$ cat src/rtl/montgomery_precompute_pkg.sv
// montgomery_precompute_pkg: shared widths and state encodings for the Montgomery precompute stage
package montgomery_precompute_pkg;
    localparam int LOG_BITS = 3;
    localparam int BITS = 1 << LOG_BITS;
    typedef enum logic [2:0] {
        PRE_IDLE   = 3'd0,
        PRE_RUN    = 3'd1,
        PRE_FINISH = 3'd7
    } state_t;
endpackage

$ cat src/rtl/montgomery_precompute_if.sv
// montgomery_precompute_if: start/finish handshake plus operand and result buses
interface montgomery_precompute_if;
    import montgomery_precompute_pkg::*;
    logic start;
    logic [BITS-1:0] base;
    logic [BITS-1:0] N;
    logic busy;
    logic finish;
    logic err;
    logic [BITS-1:0] N_out;
    logic [BITS-1:0] N_prime;
    logic [BITS-1:0] one_mont;
    logic [BITS-1:0] base_mont;
    modport master (
        output start, base, N,
        input  busy, finish, err, N_out, N_prime, one_mont, base_mont
    );
    modport slave (
        input  start, base, N,
        output busy, finish, err, N_out, N_prime, one_mont, base_mont
    );
endinterface

$ cat src/rtl/montgomery_precompute_mod_double.sv
// mod_double: 2x mod N for x < N, one conditional subtract
module mod_double
    import montgomery_precompute_pkg::*;
(
    input  logic [BITS-1:0] x,
    input  logic [BITS-1:0] N,
    output logic [BITS-1:0] r
);
    logic [BITS:0] t;
    logic [BITS:0] n_ext;
    assign t = {x, 1'b0};
    assign n_ext = {1'b0, N};
    assign r = (t >= n_ext) ? BITS'(t - n_ext) : t[BITS-1:0];
endmodule

$ cat src/rtl/montgomery_precompute.sv
// montgomery_precompute: derives N_prime, 2^BITS mod N and base*2^BITS mod N by shift/add/subtract
module montgomery_precompute
    import montgomery_precompute_pkg::*;
(
    input logic clk,
    input logic rst,
    montgomery_precompute_if.slave bus
);
    state_t state, state_n;
    logic [LOG_BITS-1:0] counter;
    logic [BITS-1:0] n_reg, x_one, x_base, s, y;
    logic [BITS-1:0] x_one_n, x_base_n, s_n, y_n;
    logic legal, last;

    assign legal = bus.N[0] && bus.N != BITS'(1) && bus.base < bus.N;
    assign last = counter == LOG_BITS'(BITS - 1);

    mod_double u_one (.x(x_one), .N(n_reg), .r(x_one_n));
    mod_double u_base (.x(x_base), .N(n_reg), .r(x_base_n));

    // N is odd, so adding N<<i sets bit i of s while leaving lower bits alone
    always_comb begin
        s_n = s[counter] ? s : s + (n_reg << counter);
        y_n = s[counter] ? y : y | (BITS'(1) << counter);
    end

    always_ff @(posedge clk) begin
        if (!rst)
            state <= PRE_IDLE;
        else
            state <= state_n;
    end

    always_comb begin
        state_n = PRE_IDLE;
        case (state)
            PRE_IDLE: state_n = bus.start ? (legal ? PRE_RUN : PRE_FINISH) : PRE_IDLE;
            PRE_RUN:  state_n = last ? PRE_FINISH : PRE_RUN;
            default:  state_n = PRE_IDLE;
        endcase
    end

    always_comb begin
        bus.busy = state != PRE_IDLE;
        bus.finish = state == PRE_FINISH;
    end

    always_ff @(posedge clk) begin
        if (!rst) begin
            counter <= '0;
            n_reg <= '0;
            x_one <= '0;
            x_base <= '0;
            s <= '0;
            y <= '0;
            bus.err <= 1'b0;
            bus.N_out <= '0;
            bus.N_prime <= '0;
            bus.one_mont <= '0;
            bus.base_mont <= '0;
        end else if (state == PRE_IDLE && bus.start) begin
            n_reg <= bus.N;
            counter <= '0;
            x_one <= BITS'(1);
            x_base <= bus.base;
            s <= '0;
            y <= '0;
            bus.err <= !legal;
            if (!legal) begin
                bus.N_out <= bus.N;
                bus.N_prime <= '0;
                bus.one_mont <= '0;
                bus.base_mont <= '0;
            end
        end else if (state == PRE_RUN) begin
            x_one <= x_one_n;
            x_base <= x_base_n;
            s <= s_n;
            y <= y_n;
            counter <= last ? counter : counter + LOG_BITS'(1);
            if (last) begin
                bus.N_out <= n_reg;
                bus.N_prime <= y_n;
                bus.one_mont <= x_one_n;
                bus.base_mont <= x_base_n;
            end
        end
    end
endmodule

$ cat src/flat_wrapper.sv
// flat-port wrapper written by rule: the top's interface ports become plain ports
module montgomery_precompute_flat import montgomery_precompute_pkg::*;
  (clk, rst, bus_start, bus_base, bus_N, bus_busy, bus_finish, bus_err, bus_N_out, bus_N_prime, bus_one_mont, bus_base_mont);
  montgomery_precompute_if bus_i ();
  input logic clk;
  input logic rst;
  input wire logic [$bits(bus_i.start)-1:0] bus_start;
  input wire logic [$bits(bus_i.base)-1:0] bus_base;
  input wire logic [$bits(bus_i.N)-1:0] bus_N;
  output wire logic [$bits(bus_i.busy)-1:0] bus_busy;
  output wire logic [$bits(bus_i.finish)-1:0] bus_finish;
  output wire logic [$bits(bus_i.err)-1:0] bus_err;
  output wire logic [$bits(bus_i.N_out)-1:0] bus_N_out;
  output wire logic [$bits(bus_i.N_prime)-1:0] bus_N_prime;
  output wire logic [$bits(bus_i.one_mont)-1:0] bus_one_mont;
  output wire logic [$bits(bus_i.base_mont)-1:0] bus_base_mont;
  assign bus_i.start = bus_start;
  assign bus_i.base = bus_base;
  assign bus_i.N = bus_N;
  assign bus_busy = bus_i.busy;
  assign bus_finish = bus_i.finish;
  assign bus_err = bus_i.err;
  assign bus_N_out = bus_i.N_out;
  assign bus_N_prime = bus_i.N_prime;
  assign bus_one_mont = bus_i.one_mont;
  assign bus_base_mont = bus_i.base_mont;
  montgomery_precompute u_core (.clk(clk), .rst(rst), .bus(bus_i));
endmodule
$ cat config.mk
export PLATFORM = sky130hd
export DESIGN_NAME = montgomery_precompute_flat
export DESIGN_NICKNAME = d
export VERILOG_FILES = /design/src/rtl/montgomery_precompute_pkg.sv /design/src/rtl/montgomery_precompute_if.sv /design/src/rtl/montgomery_precompute_mod_double.sv /design/src/rtl/montgomery_precompute.sv /design/src/flat_wrapper.sv
export SDC_FILE = /design/constraint.sdc
export NUM_CORES = 1
export LEC_CHECK = 0
export CORE_MARGIN = 10
export CORE_UTILIZATION = 50
export DETAILED_ROUTE_END_ITERATION = 10
export GPL_TIMING_DRIVEN = 0
export PLACE_DENSITY = 0.7
export SLEW_MARGIN = 0
export SYNTH_ARGS = -nofsm -noshare
export SYNTH_HDL_FRONTEND = slang
export SYNTH_SLANG_ARGS = --single-unit
$ cat constraint.sdc
create_clock -name clk -period 3.1 [get_ports clk]
set_input_delay 0.62 -clock clk [delete_from_list [all_inputs] [get_ports clk]]
set_output_delay 0.62 -clock clk [all_outputs]
set_load 0.02 [all_outputs]
# Word-level counts from Yosys, hierarchy flattened
# Index checks and enable logic that the tools add are counted.
classes:
  addsub: 4
  multipliers: 0
  div_mod_pow: 0
  magnitude_cmp: 4
  n_eq_ne: 5
  shifts: 2
  mux: 27
  bitwise: 4
  reduce_logical: 12
ops:
  columns: ["op", "count"]
  rows:
  - ["$mux W8", 19]
  - ["$ge A9 B8 Y1", 2]
  - ["$sub A8 B8 Y8", 2]
  - ["$mux W3", 3]
  - ["$add A8 B8 Y8", 1]
  - ["$lt A8 B8 Y1", 1]
  - ["$ne A8 B1 Y1 const B", 1]
  - ["$or A8 B8 Y8", 1]
  - ["$shl A1 B3 Y8 const A", 1]
  - ["$shl A8 B3 Y8", 1]
  - ["$eq A3 B3 Y1 const B", 2]
  - ["$pmux W3 S2", 1]
  - ["$lt A3 B4 Y1 const B", 1]
  - ["$reduce_and A2 Y1", 2]
  - ["$reduce_bool A2 Y1", 2]
  - ["$add A3 B1 Y3 const B", 1]
  - ["$bmux W1 S3", 1]
  - ["$eq A3 B1 Y1 const B", 1]
  - ["$logic_and A1 B1 Y1", 3]
  - ["$logic_not A3 Y1", 1]
  - ["$mux W1", 3]
  - ["$not A1 Y1", 3]
  - ["$reduce_and A3 Y1", 1]
  - ["$reduce_bool A3 Y1", 1]
  - ["other kinds (3)", 3]
totals:
  reg_bits: 79
  latchBits: 0
  ram_bits: 0
  rom_bits: 0
  in_bits: 19
  out_inout_bits: 35
  wordCells: 71
  mem_count: 0

# Depth between registers and ports, before layout
# Gate-level depths: netlist (run 1).
logic_depth:
  ltp_word: 6
  ltp_mapped: 13
  depth_no_buf: 12

# Hierarchy
# From an unflattened synthesis (run 1), not the netlist that was laid out.
hier_totals:
  hier_cells: 512
  area_unflattened_um2: 4508.1
by_module_without_submodules:
  columns: ["mod", "instances", "cells_each", "area_each_um2", "seq_area_each_um2"]
  rows:
  - ["montgomery_precompute", 1, 388, 3562.2, 1561.5]
  - ["mod_double", 2, 62, 473.0, 0.0]

# Worst setup path before layout (run 1)
# Ideal clock, no wire load.
synth_timing:
  kind: "register to register"
  from: "register u_core.counter[0]"
  to: "register u_core.s[7]"
  setup_ps: 71
  arrival_time_ps: 2579
  required_ps: 3029
  setup_slack_ps: 451
  stages_incl_launch_ff: 12
  path_buffers: 2
  period_less_slack_ps: 2649
  path_cell_list: "dfxtp_1 buf_6 clkbuf_1 mux2i_1 nor3_1 ha_1 a21oi_1 o211ai_1 o41ai_1 xor2_1 or3_1 a21oi_1"
synth_via:
  elab_chain_cells: 4
  elab_cells_between_ends: 6
  classes_between: "1 x add/sub; 1 x shift; 2 x mux; 1 x bitwise; 1 x reduce/logical"
synth_lines:
  columns: ["element", "line", "rtl"]
  rows:
  - ["start, declared", "montgomery_precompute.sv:10", "logic [LOG_BITS-1:0] counter;"]
  - ["start signal, assigned", "montgomery_precompute.sv:80", "counter <= last ? counter : counter + LOG_BITS'(1);"]
  - ["branches (longest 4 deep; another with $add A8 B8 Y8)", null, null]
  - ["end signal, assigned", "montgomery_precompute.sv:78", "s <= s_n;"]
  - ["end, declared", "montgomery_precompute.sv:11", "logic [BITS-1:0] n_reg, x_one, x_base, s, y;"]
# Parallel ways; which one is timed is not known. The select of a mux whose other input is x is not followed.
# A chain may end at the register's enable or synchronous reset.

# Final worst setup path (run 1)
layout_timing:
  from: "register u_core.counter[1]"
  to: "register u_core.s[7]"
# The elaborated chain is that of the path after synthesis.

==> results of run 1 <==
[logic make-up (layout without fill, tap and decap cells)]
family,Yosys count,in the layout,synth area share [%]
AO/OA/AOI/OAI,142,142,22.8
AND/OR/NAND/NOR,136,136,14.9
flip-flops,78,78,35.2
buffers and inverters,44,111,4.40
adder cells (fa/ha/maj),39,39,11.5
multiplexers,29,29,7.79
XOR/XNOR,17,17,3.36
[worst reg2reg max path: cells and delay by family, from the launching register on]
kind	cells	cell delay [ps]
AO/OA/AOI/OAI	4	690
AND/OR/NAND/NOR	3	620
flip-flops	1	500
adder cells (fa/ha/maj)	1	350
buffers and inverters	1	280
multiplexers	1	240
XOR/XNOR	1	170
[per-stage QoR]
step,utilization [%],TNS [ps],hold WS (ps),setup WS [ps],std cells
after floorplan,-,0,437,451,485
final,61.0,0,466,182,660
after global routing,61.0,0,485,36.1,660
after global placement,58.6,-1760,444,-121,645
after detailed placement,58.6,-1610,445,-114,645
after CTS,60.9,0,473,30.9,660
[how the worst max path moves through the flow]
stage | from | slack, ps | cells after the start | to
after CTS | u_core.counter[1] | 30 | 12 | u_core.s[7]
after global placement | bus_N[1] | -120 | 11 | u_core.bus.base_mont[2]
after floorplan | u_core.counter[0] | 450 | 11 | u_core.s[7]
after detailed placement | bus_N[5] | -110 | 11 | u_core.bus.one_mont[5]
final | u_core.counter[1] | 180 | 11 | u_core.s[7]
after global routing | u_core.counter[1] | 40 | 11 | u_core.s[7]
[layer usage]
layer / track usage, % / part of all wire, % / up-vias
met5: 0 / 0 / -
met4: 5.85 / 1.8 / 0
met3: 5.87 / 6.1 / 19
met2: 30.0 / 46 / 116
met1: 24.2 / 46 / 1897
li1: - / - / 1903
[report_power, final]
part / total, mW / switching (mW) / internal (mW)
Combinational: 0.929 / 0.524 / 0.405
Clock: 0.807 / 0.425 / 0.382
Sequential: 1.11 / 0.0520 / 1.06
[area by class of cell]
type                            instances  area [um2]
Inverter                               23        86.3
Buffer                                 20         106
Clock buffer                            9         124
Timing Repair Buffer                   52         520
Clock inverter                          7        80.1
Sequential cell                        78        1560
Multi-Input combinational cell        363        2680
Tap cell                              108         135
Fill cell                             781        3380
[cells in the mapped netlist, types with 9 or more instances]
cell       count  area share [%]
o21ai_0       13             1.5
a211oi_1      12             2.0
mux2i_1       24             5.4
nor2_1        47             4.0
o22ai_1       10             1.4
dfxtp_1       78              35
ha_1          36              10
inv_1         23             1.9
nand2_1       37             3.1
xnor2_1        9             1.8
a21oi_1       35             4.0
clkbuf_1      12             1.0
nor3_1        11             1.2
o2bb2ai_1     17             3.4
[timing repair]
action                                  4_1_cts  5_1_grt
setup buffers                                 0        0
pin swaps                                     0        0
endpoints found under the setup margin        1        1
resized for setup                             0        2
==> flow_summary_export.csv, run 1 <==
group,metric,value,unit
outcome,result_of_the_run,"complete, no violations",
min_path,timing.hold.worst_endpoint,"u_core.bus.one_mont[2]",
setup_path,path_cells,"clkbuf_2 -> mux2i_1 -> o21ai_0 -> and2_1 -> ha_1 -> nand3_1 -> o211ai_1 -> o41ai_2 -> xor2_1 -> or3_1 -> a21oi_1",
run,cap_violations,0,
grt,antenna_found_initial,0,
clocking,root_buffer_master,"clkbuf_8",
sta,fin_crit_sh,94.1,%
sta,timing.final.hold_violations,0,
finish,antenna_cells,0,
pwr,power_per_cell_area,537,nW/um2
pwr,post-layout-total-power,2.85,mW
yosys,postSynthAreaPerCell,9.14,um2
yosys,ys.warnings.count,0,
sta,layout_min_cycle_time,2920,ps
finish,drive_gt1_share,6.70,%
pwr,p_leak,2.11,nW
die,initial_utilization,51.1,%
setup_path,setup_crit_start_kind,"register",
min_path,hold_depth,1,
finish,final_common_cell,"dfxtp_1",
die,coreArea,8680,um2
grt,grt_pass1_vias,3824,
die,row_count,34,
sta,maxClockFrequency,343,MHz
setup_path,critical_path.reg2reg.startpoint,"u_core.counter[1]",
clocking,clk_latency,370,ps
setup_path,worstRegToRegCells,11,
grt,total_routing_usage_reported_by_global_routing,19.0,%
sta,timing_max_transition_violations_final,0,
sta,rsz0062_at_grt,"false",
setup_path,critical_path.slowest_cell,"dfxtp_1",
grt,grt_overflow_total,0,
setup_path,reg2reg_setup_slack,180,ps
die,fp.dieW,114,um
finish,nNetsFinal,605,
yosys,synth.yosys.seq_area_share,35.2,%
placed_design,placed_cell_area,5090,um2
clocking,cts.hold.buffers_added,0,
route,drc,0,
yosys,synth_edf_count,0,
route,average_wire_length_per_cell_after_detail_routing,18.4,um
yosys,post_synthesis_instance_area,4430,um2
yosys,async_flop_share,0,%
yosys,netlist_instances,485,
yosys,synth_fp_nets,543,
route,firstDrtPassIters,5,
finish,stdcell_area,5300,um2
route,detailroute.via_count,3935,
pwr,irDropWorstVdd,0.345,mV
placed_design,hpwl,9160,um
yosys,synth_seq_cells,78,
die,design.die.area,13000,um2
placed_design,numPortBuffers,52,
clocking,clock_sink_count,78,
clocking,cts_tree,"yes",
setup_path,crit_type,"reg2reg",
setup_path,critical_path.top_delay_family,"compound AO/OA/AOI/OAI gates",
route,drt-initial-drc-count,237,
clocking,path_clk_slew,90,ps
setup_path,crit_fanout,10,
min_path,worstHoldPathType,"reg2reg",
die,die_height,114,um
clocking,numCtsBuffers,9,
setup_path,regToRegEndpoint,"u_core.s[7]",
setup_path,worst-path-buf-inv,1,
sta,tightestPinTransition,657,ps
grt,grt_first_pass_wirelength,20000,um
die,top_level_ports,54,
setup_path,critical_path.endpoint_type,"register",
yosys,yosys.cell_types.count,63,
route,via_per_inst,5.96,
min_path,hp-start,"u_core.bus.one_mont[2]",
finish,area_delta_synth_final,19.5,%
route,detail-route-antenna-nets,0,
clocking,clk_path_buf_depth,2,
sta,setup-violations-final,0,
route,route.final.wire_length,12100,um
setup_path,timing.critical_path.arrival,3210,ps
setup_path,max_stage_delay,500,ps
grt,grt_start_max_net_pins,16,
setup_path,cp.required,3400,ps
sta,worst_rel_slew_slack,56.2,%
placed_design,place_congestion,0.908,
sta,skew,13.4,ps
clocking,h_tree_lvls,3,
finish,layout.cells.most_common_list,"78 x dfxtp_1, 52 x clkdlybuf4s50_1, 47 x nor2_1, 37 x nand2_1, 36 x ha_1",
yosys,ys_dominant_reg_cell,"dfxtp_1",
Note: power is estimated with default switching activity, not from simulation.
==> run 2, diff against run 1 <==
Settings changed: GPL_ROUTABILITY_DRIVEN set to 0.
==> flow_summary_export.csv, run 2 (same netlist as run 1, synthesis figures left out) <==
group,metric,value,unit
die,design.die.area,13000,um2
setup_path,critical_path.top_delay_family,"compound AO/OA/AOI/OAI gates",
sta,timing_max_transition_violations_final,0,
outcome,result_of_the_run,"complete, no violations",
sta,fin_crit_sh,95.2,%
finish,number_of_fill_cells,764,
finish,layout.cells.most_common_list,"78 x dfxtp_1, 52 x clkdlybuf4s50_1, 47 x nor2_1, 37 x nand2_1, 36 x ha_1",
grt,antenna_found_initial,0,
grt,total_routing_usage_reported_by_global_routing,18.8,%
route,route.final.wire_length,12300,um
sta,rsz0062_at_grt,"false",
sta,timing.final.hold_violations,0,
pwr,power_per_cell_area,568,nW/um2
setup_path,critical_path.endpoint_type,"register",
clocking,clk_path_buf_depth,2,
grt,grt_start_max_net_pins,15,
die,die_height,114,um
sta,setup-violations-final,0,
finish,seq_area,1560,um2
setup_path,regToRegEndpoint,"u_core.x_base[1]",
route,average_wire_length_per_cell_after_detail_routing,18.6,um
finish,area_delta_synth_final,20.5,%
setup_path,worstRegToRegCells,9,
run,cap_violations,0,
grt,grt_overflow_total,0,
min_path,hp-start,"u_core.bus.one_mont[4]",
die,fp.dieW,114,um
min_path,hold_depth,1,
setup_path,setup_crit_start_kind,"register",
pwr,post-layout-total-power,3.03,mW
finish,final_common_cell,"dfxtp_1",
setup_path,critical_path.slowest_cell,"dfxtp_1",
clocking,root_buffer_master,"clkbuf_8",
sta,maxClockFrequency,339,MHz
sta,layout_min_cycle_time,2950,ps
die,coreArea,8680,um2
finish,antenna_cells,0,
clocking,clk_latency,360,ps
route,drt-initial-drc-count,219,
die,row_count,34,
setup_path,max_stage_delay,520,ps
pwr,p_leak,2.13,nW
die,top_level_ports,54,
route,detail-route-antenna-nets,0,
setup_path,critical_path.reg2reg.startpoint,"u_core.n_reg[1]",
finish,multi_input_combinational_cell_area,2680,um2
clocking,post-cts-setup-buffer-count,0,
route,firstDrtPassIters,5,
setup_path,cp.required,3320,ps
setup_path,critical-path-top-cell-by-count,"ha_1",
finish,fin_util,61.5,%
setup_path,timing.critical_path.arrival,3170,ps
clocking,path_clk_slew,90,ps
placed_design,numPortBuffers,52,
setup_path,path_cells,"inv_1 -> ha_1 -> ha_1 -> o31ai_1 -> a31oi_1 -> nor3_1 -> buf_2 -> mux2i_1 -> o22ai_1",
placed_design,hpwl,9150,um
sta,worst_rel_slew_slack,58.0,%
clocking,cts_tree,"yes",
sta,tightestPinTransition,629,ps
route,detailroute.via_count,3902,
grt,grt_pass1_vias,3784,
finish,drive_gt1_share,6.52,%
route,drc,0,
sta,skew,11.5,ps
clocking,h_tree_lvls,3,
finish,nNetsFinal,605,
clocking,clock_sink_count,78,
setup_path,crit_fanout,10,
route,via_per_inst,5.91,
clocking,numCtsBuffers,9,
grt,grt_first_pass_wirelength,19800,um
pwr,irDropWorstVdd,0.307,mV
min_path,worstHoldPathType,"reg2reg",
setup_path,worst-path-buf-inv,2,
die,initial_utilization,51.1,%
setup_path,crit_type,"reg2reg",
min_path,timing.hold.worst_endpoint,"u_core.bus.one_mont[4]",
setup_path,reg2reg_setup_slack,150,ps
[run 2: cell types whose count changed in the layout (fill, tap and decap cells not counted), sizes merged]
cell / change
bufinv: +2
clkinvlp: -2
inv: -1
clkbuf: +1
[run 2: routing by layer]
layer | part of all wire (%) | wire length, um | track usage (%)
met1 | 46 | 5660 | 25.1
met2 | 45 | 5540 | 28.4
met3 | 5.9 | 729 | 3.88
met4 | 2.9 | 352 | 8.44
met5 | 0 | 0 | 0
[run 2: how the worst max path moves through the flow]
stage,startpoint,end,slack [ps],cells after the start
detailed placement,bus_N[5],u_core.bus.one_mont[6],-140,11
finish,u_core.n_reg[1],u_core.x_base[1],150,9
floorplan,u_core.counter[0],u_core.s[7],450,11
global route,u_core.n_reg[1],u_core.x_base[2],40,9
CTS,u_core.counter[1],u_core.s[7],100,12
global placement,bus_N[1],u_core.bus.base_mont[7],-100,11
[run 2: worst reg2reg max path, stage by stage, from the launching register on]
cell,delay [ps]
dfxtp_1,520
inv_1,190
ha_1,330
ha_1,200
o31ai_1,300
a31oi_1,140
nor3_1,350
buf_2,360
mux2i_1,300
o22ai_1,120
[run 2: where the power goes]
part           internal (mW)  total (mW)  switching, mW  leakage (nW)
Combinational          0.406       0.941          0.536          1.37
Clock                  0.564       0.980          0.415         0.127
Sequential              1.06        1.11         0.0529         0.634
[run 2: what timing repair did]
item	in CTS	in global routing
setup endpoints to repair	1	1
hold buffers	0	0
resized for setup	0	1
[run 2: layout make-up]
cell class / instances / share of cell area (%)
Multi-Input combinational cell: 363 / 50.1
Sequential cell: 78 / 29.2
Timing Repair Buffer: 52 / 9.75
Clock buffer: 10 / 2.58
Tap cell: 108 / 2.53
Clock inverter: 6 / 2.18
Buffer: 20 / 1.99
Inverter: 23 / 1.62
[run 2: stage by stage]
step	instance area (um2)	setup WS, ps	hold WS, ps	cells	TNS [ps]
floorplan	4430	451	437	485	0
global placement	5090	-98.8	444	645	-1220
detailed placement	5090	-145	447	645	-2030
CTS	5340	105	472	660	0
global route	5340	35.1	488	660	0
finish	5340	150	468	660	0
